<file path="config.mk">
export PLATFORM = sky130hd
export DESIGN_NAME = plru_tree_array_flat
export DESIGN_NICKNAME = d
export VERILOG_FILES = /design/src/rtl/plru_tree_array_if.sv /design/src/rtl/plru_tree_array.sv /design/src/flat_wrapper.sv
export SDC_FILE = /design/constraint.sdc
export NUM_CORES = 1
export LEC_CHECK = 0
export BUFFER_PORTS_ARGS = -buffer_cell sky130_fd_sc_hd__buf_2
export CAP_MARGIN = 20
export CORE_MARGIN = 10
export CORE_UTILIZATION = 60
export CTS_BUF_LIST = sky130_fd_sc_hd__clkbuf_16
export CTS_CLUSTER_SIZE = 24
export DETAILED_ROUTE_END_ITERATION = 10
export MAX_ROUTING_LAYER = met4
export PLACE_DENSITY = 0.76
export SLEW_MARGIN = 20
export SYNTH_ARGS = -nofsm -noshare
export SYNTH_HDL_FRONTEND = slang
export SYNTH_SLANG_ARGS = --single-unit
</file>
<file path="constraint.sdc">
create_clock -name clk -period 3.8 [get_ports clk]
set_input_delay 0.76 -clock clk [delete_from_list [all_inputs] [get_ports clk]]
set_output_delay 0.76 -clock clk [all_outputs]
set_load 0.02 [all_outputs]
</file>
<file path="src/rtl/plru_tree_array_if.sv">
// Replacement-state access bundle for plru_tree_array.
// master: lookup stage + refill FSM side; slave: the PLRU array.
interface plru_tree_array_if #(
    parameter int WAYS       = 4,
    parameter int INDEX_BITS = 7
);
    localparam int POS_BITS = $clog2(WAYS);

    logic                  hold;
    logic                  touch_valid;
    logic [INDEX_BITS-1:0] touch_index;
    logic [POS_BITS-1:0]   touch_way;
    logic                  victim_req;
    logic [INDEX_BITS-1:0] victim_index;
    logic [WAYS-1:0]       victim_vmask;
    logic                  victim_valid;
    logic [POS_BITS-1:0]   victim_way;

    modport master (
        output hold, touch_valid, touch_index, touch_way,
        output victim_req, victim_index, victim_vmask,
        input  victim_valid, victim_way
    );

    modport slave (
        input  hold, touch_valid, touch_index, touch_way,
        input  victim_req, victim_index, victim_vmask,
        output victim_valid, victim_way
    );
endinterface

</file>
<file path="src/rtl/plru_tree_array.sv">
// Tree pseudo-LRU state array: one (WAYS-1)-bit heap-ordered tree per set.
// Ports: clk, resetn (sync, active low), bus (plru_tree_array_if.slave):
//   hold freezes state; touch_* marks a hit way MRU; victim_req/index/vmask
//   request a victim, answered next cycle on victim_valid/victim_way.
// Optional macro PLRU_INVALID_FIRST_EN: pick lowest invalid way if any.
module plru_tree_array #(
    parameter int WAYS       = 4,
    parameter int INDEX_BITS = 7
) (
    input  logic                    clk,
    input  logic                    resetn,
    plru_tree_array_if.slave        bus
);
    localparam int POS_BITS = $clog2(WAYS);
    localparam int SETS     = 2 ** INDEX_BITS;

    if (WAYS < 2 || WAYS > 16 || (WAYS & (WAYS - 1)) != 0) begin : g_bad_ways
        $error("plru_tree_array: WAYS must be a power of two in 2..16");
    end

    // Node n lives at bit n; bit 0 does not exist (root is node 1).
    typedef logic [WAYS-1:1] tree_t;
    typedef logic [POS_BITS-1:0] way_t;

    tree_t [SETS-1:0] tree_q, tree_d;
    logic             victim_valid_q, victim_valid_d;
    way_t             victim_way_q, victim_way_d;

    function automatic way_t walk(tree_t t);
        int   n;
        logic b;
        walk = '0;
        n    = 1;
        for (int l = 0; l < POS_BITS; l++) begin
            b                   = t[n];
            walk[POS_BITS-1-l]  = b;
            n                   = b ? 2 * n + 1 : 2 * n;
        end
    endfunction

    // Every node on w's path is pointed at the sibling subtree.
    function automatic tree_t mru(tree_t t, way_t w);
        int   n;
        logic b;
        mru = t;
        n   = 1;
        for (int l = 0; l < POS_BITS; l++) begin
            b      = w[POS_BITS-1-l];
            mru[n] = ~b;
            n      = b ? 2 * n + 1 : 2 * n;
        end
    endfunction

`ifdef PLRU_INVALID_FIRST_EN
    function automatic way_t first_zero(logic [WAYS-1:0] m);
        first_zero = '0;
        for (int i = WAYS - 1; i >= 0; i--) begin
            if (!m[i]) first_zero = way_t'(i);
        end
    endfunction
`else
    logic unused_vmask;
    assign unused_vmask = ^bus.victim_vmask;
`endif

    logic  touch_fire;
    logic  victim_fire;
    tree_t touch_tree;
    tree_t victim_base;
    tree_t victim_tree;
    way_t  pick;

    always_comb begin
        touch_fire  = bus.touch_valid & ~bus.hold;
        victim_fire = bus.victim_req & ~bus.hold;
        touch_tree  = mru(tree_q[bus.touch_index], bus.touch_way);

        // Same-set touch is visible to the victim walk of the same cycle.
        if (touch_fire && (bus.touch_index == bus.victim_index)) begin
            victim_base = touch_tree;
        end else begin
            victim_base = tree_q[bus.victim_index];
        end

        pick = walk(victim_base);
`ifdef PLRU_INVALID_FIRST_EN
        if (!(&bus.victim_vmask)) begin
            pick = first_zero(bus.victim_vmask);
        end
`endif
        victim_tree = mru(victim_base, pick);

        // Victim write goes last so it wins on a shared index; it
        // already contains the touch update.
        tree_d = tree_q;
        if (touch_fire) begin
            tree_d[bus.touch_index] = touch_tree;
        end
        if (victim_fire) begin
            tree_d[bus.victim_index] = victim_tree;
        end

        victim_valid_d = victim_fire;
        victim_way_d   = victim_fire ? pick : victim_way_q;
    end

    always_ff @(posedge clk) begin
        if (!resetn) begin
            tree_q         <= '0;
            victim_valid_q <= 1'b0;
            victim_way_q   <= '0;
        end else begin
            tree_q         <= tree_d;
            victim_valid_q <= victim_valid_d;
            victim_way_q   <= victim_way_d;
        end
    end

    assign bus.victim_valid = victim_valid_q;
    assign bus.victim_way   = victim_way_q;
endmodule

</file>
<file path="src/flat_wrapper.sv">
// flat-port wrapper written by rule: the top's interface ports become plain ports
module plru_tree_array_flat 
#(
    parameter int WAYS       = 4,
    parameter int INDEX_BITS = 7
)
  (clk, resetn, bus_hold, bus_touch_valid, bus_touch_index, bus_touch_way, bus_victim_req, bus_victim_index, bus_victim_vmask, bus_victim_valid, bus_victim_way);
  plru_tree_array_if #(.WAYS(WAYS), .INDEX_BITS(INDEX_BITS)) bus_i ();
  input  logic clk;
  input  logic resetn;
  input wire logic [$bits(bus_i.hold)-1:0] bus_hold;
  input wire logic [$bits(bus_i.touch_valid)-1:0] bus_touch_valid;
  input wire logic [$bits(bus_i.touch_index)-1:0] bus_touch_index;
  input wire logic [$bits(bus_i.touch_way)-1:0] bus_touch_way;
  input wire logic [$bits(bus_i.victim_req)-1:0] bus_victim_req;
  input wire logic [$bits(bus_i.victim_index)-1:0] bus_victim_index;
  input wire logic [$bits(bus_i.victim_vmask)-1:0] bus_victim_vmask;
  output wire logic [$bits(bus_i.victim_valid)-1:0] bus_victim_valid;
  output wire logic [$bits(bus_i.victim_way)-1:0] bus_victim_way;
  assign bus_i.hold = bus_hold;
  assign bus_i.touch_valid = bus_touch_valid;
  assign bus_i.touch_index = bus_touch_index;
  assign bus_i.touch_way = bus_touch_way;
  assign bus_i.victim_req = bus_victim_req;
  assign bus_i.victim_index = bus_victim_index;
  assign bus_i.victim_vmask = bus_victim_vmask;
  assign bus_victim_valid = bus_i.victim_valid;
  assign bus_victim_way = bus_i.victim_way;
  plru_tree_array #(.WAYS(WAYS), .INDEX_BITS(INDEX_BITS)) u_core (.clk(clk), .resetn(resetn), .bus(bus_i));
endmodule
</file>
==> run summary <==
### Min path
• flop to flop — worst hold-check path type
• u_core.bus.victim_way[1] — Worst Hold Launch

### GRT
• 45.0% — gr usage total
• 0 — Remaining Overflow, GRT
• 4 — number of antenna violations at the first check in global routing
• 160000 um — wire length of the first global-routing pass
• 97 — maximum number of pins on one net before global-route repair
• 24700 — via count of the first global-routing pass

### Critical path
• 37 — peak fanout along the critical path
• input port — Critical Path Start Type
• 0.42 ns — largest stage delay on the critical path
• flop — Worst setup EP type
• sky130_fd_sc_hd__a211oi_1 — most frequent CP cell
• compound AO/OA/AOI/OAI gates — kind of cell with the highest combined delay on the critical path
• sky130_fd_sc_hd__a221oi_1 — cell at the slowest stage of the critical path
• buf_4, buf_12, mux2_2, a221oi_1, a211oi_1, a32o_1, nor4_4, buf_4, buf_12, nor3_1, a211oi_1, a211oi_1 — cell-by-cell listing of the critical path
• 4.24 ns — Worst Path Required
• 4 — Buffers & Inverters on Critical Path
• bus_touch_index[2] — beginning of the critical path
• u_core.tree_q[79] — worst reg2reg path startpoint
• input port to flop — Setup Crit Path Kind
• 4.11 ns — critical path data arrival time

### STA
• no — unrepaired setup endpoints after global routing
• 96.7% — final period utilization
• 0 ns — Final TNS setup
• 0.519 ns — worst hold slack
• 0 — number of hold violations in the final report
• 272 MHz — Max Freq
• 0 — Final setup violation count
• 0 — number of pins exceeding their max-slew limit in the final report
• 0.0307 ns — Clock Skews
• 35.9% — Max-Slew Margin vs Limit
• 0.958 ns — actual slew at the worst max-slew pin
• 3.68 ns — fin crit period

### Yosys
• 71 — count of distinct cell types in the synthesized netlist
• 387 — flop and latch count out of synthesis
• 0 — count of flip-flops with a built-in enable after synthesis
• 2746 — gate count after technology mapping
• 0% — post-synthesis async set-or-reset flop share
• 23700 um^2 — post-synth design cell area
• 8.63 um^2 — Post-Syn Area per Cell
• 0 — Syn. warnings
• sky130_fd_sc_hd__dfxtp_1 — most common flop cell mapped by yosys
• 32.7% — share of the yosys chip area belonging to registers
• 2771 — Syn Nets

### Clock network
• 3 — maximum count of clock buffers along a single path
• 2 — number of H-tree branching levels
• yes — CTS tree
• 42 — total clock buffers created by CTS
• 0 — post-CTS setup buffer count
• 0.60 ns — worst skew pair latency
• 0.06 ns — clock transition at the registers of the reported paths
• 0 — CTS resizes
• 387 — Clock Sink Count
• 0 — # hold bufs at CTS
• sky130_fd_sc_hd__clkbuf_16 — Root Driver

### Drt
• 32.0 um — post-DR wirelength/cell
• 108000 um — post-detailed-routing wire length
• 8 — Pre-antenna DRT Iters
• 7.91 — via density per instance
• 0 — number of antenna-violating nets in the routed design
• 0 — final routed DRC violation total
• 26800 — count of vias placed by the detailed router
• 5120 — initial drt markers

### Cells and area
• 70.8% — share of the core filled with cells
• 27500 um^2 — Non-Filler Cell Area, Final
• 16.0% — relative area change from synthesis to final layout
• 19.5% — proportion of layout cells with a drive suffix above 1
• 3391 — post-route insts no fill
• 2863 — net count reported at finish

### Place
• 26200 um^2 — post-detailed-placement cell area
• 72900 um — HPWL after detailed placement
• 3312 — total placed cells including tap cells
• 1.11 — final RePlAce weighted congestion
• 23 — IO buf count

### Floorplan
• 38800 um^2 — Placeable Area
• 219 um — vertical extent of the die
• 61.0% — initial core utilization
• 28 — count of boundary I/O pins
• 47800 um^2 — die area
• 219 um — Die X
• 72 — # rows

### Power
• 365 nW/um^2 — power per cell area
• 0.349 mV — Worst IR Drop VDD
• 0.00932 uW — Leakage Power

### Run
• 0 — count of maximum capacitance violations

### Outcome
• completed — result of the run

where the power goes:
group	switching (uW)	internal, uW	total, uW
clock network	1800	2240	4040
logic	1300	620	1920
registers	14.6	4070	4090
per-stage QoR:
stage,setup WS [ns],total power [uW]
2_1_floorplan,0.256,5060
3_3_place_gp,-0.228,5970
3_5_place_dp,-0.312,5980
4_1_cts,0.295,9890
5_1_grt,0.0643,10200
6_report,0.124,10000
worst min-delay path: stages, from the launching register on:
cell                      delay [ns]
sky130_fd_sc_hd__dfxtp_1        0.32
sky130_fd_sc_hd__nor2_1         0.10
sky130_fd_sc_hd__nor3_1         0.06
cell type report:
type                    count  area [um^2]
fillers                  3002        11300
inverters                  21         86.3
well taps                 518          648
clock inverters            31          213
diodes                      5         12.5
repair buffers            328         3030
flip-flops and latches    387         7750
clock buffers              43         1080
multi-input cells        2058        14700
cell usage after synthesis, types with 35 or more instances:
cell / count / area share (%)
sky130_fd_sc_hd__a211oi_1: 402 / 13
sky130_fd_sc_hd__a21oi_1: 200 / 4.2
sky130_fd_sc_hd__a221oi_1: 35 / 1.3
sky130_fd_sc_hd__buf_2: 63 / 1.3
sky130_fd_sc_hd__clkbuf_1: 182 / 2.9
sky130_fd_sc_hd__dfxtp_1: 387 / 33
sky130_fd_sc_hd__mux2i_1: 63 / 2.7
sky130_fd_sc_hd__mux4_2: 92 / 8.7
sky130_fd_sc_hd__nand2_1: 200 / 3.2
sky130_fd_sc_hd__nand3_1: 62 / 1.3
sky130_fd_sc_hd__nor2_1: 295 / 4.7
sky130_fd_sc_hd__nor3_1: 98 / 2.1
sky130_fd_sc_hd__o21ai_0: 152 / 3.2
sky130_fd_sc_hd__o311a_1: 129 / 5.4
final timing paths:
kind	end	slack [ns]	cells past startpoint
worst max-delay path	u_core.tree_q[217]	0.12	12
worst min-delay path	u_core.bus.victim_way[1]	0.52	2
worst max register to register	u_core.tree_q[217]	0.51	10
worst min register to register	u_core.bus.victim_way[1]	0.52	2
per-layer routing:
layer | wire length [um] | track usage, %
met1 | 37200 | 54.5
met3 | 18200 | 15.7
met4 | 9280 | 30.2
met5 | 0 | -
met2 | 43700 | 61.9
layout by cell type (no fill, tap or decap), drive strengths merged, types with 63 or more instances in the layout:
cell,n
buf,328
nand2,200
mux2i,63
a211oi,403
o21ai,154
o311a,129
dfxtp,387
nor3,98
a21oi,200
mux4,92
nor2,295
state kept, by name, indices dropped and copies added, names as in the netlist:
signal and cells:
u_core.bus.victim_way 2, u_core.bus.victim_valid 1, u_core.tree_q 384
logic make-up after synthesis:
family	after synthesis	synth area share [%]
compound gates	1110	34.3
xor+xnor	8	0.296
buf+inv	301	5.73
flops	387	32.7
mux	191	13.1
simple gates	749	13.9
(Power assumes the default switching activity.)
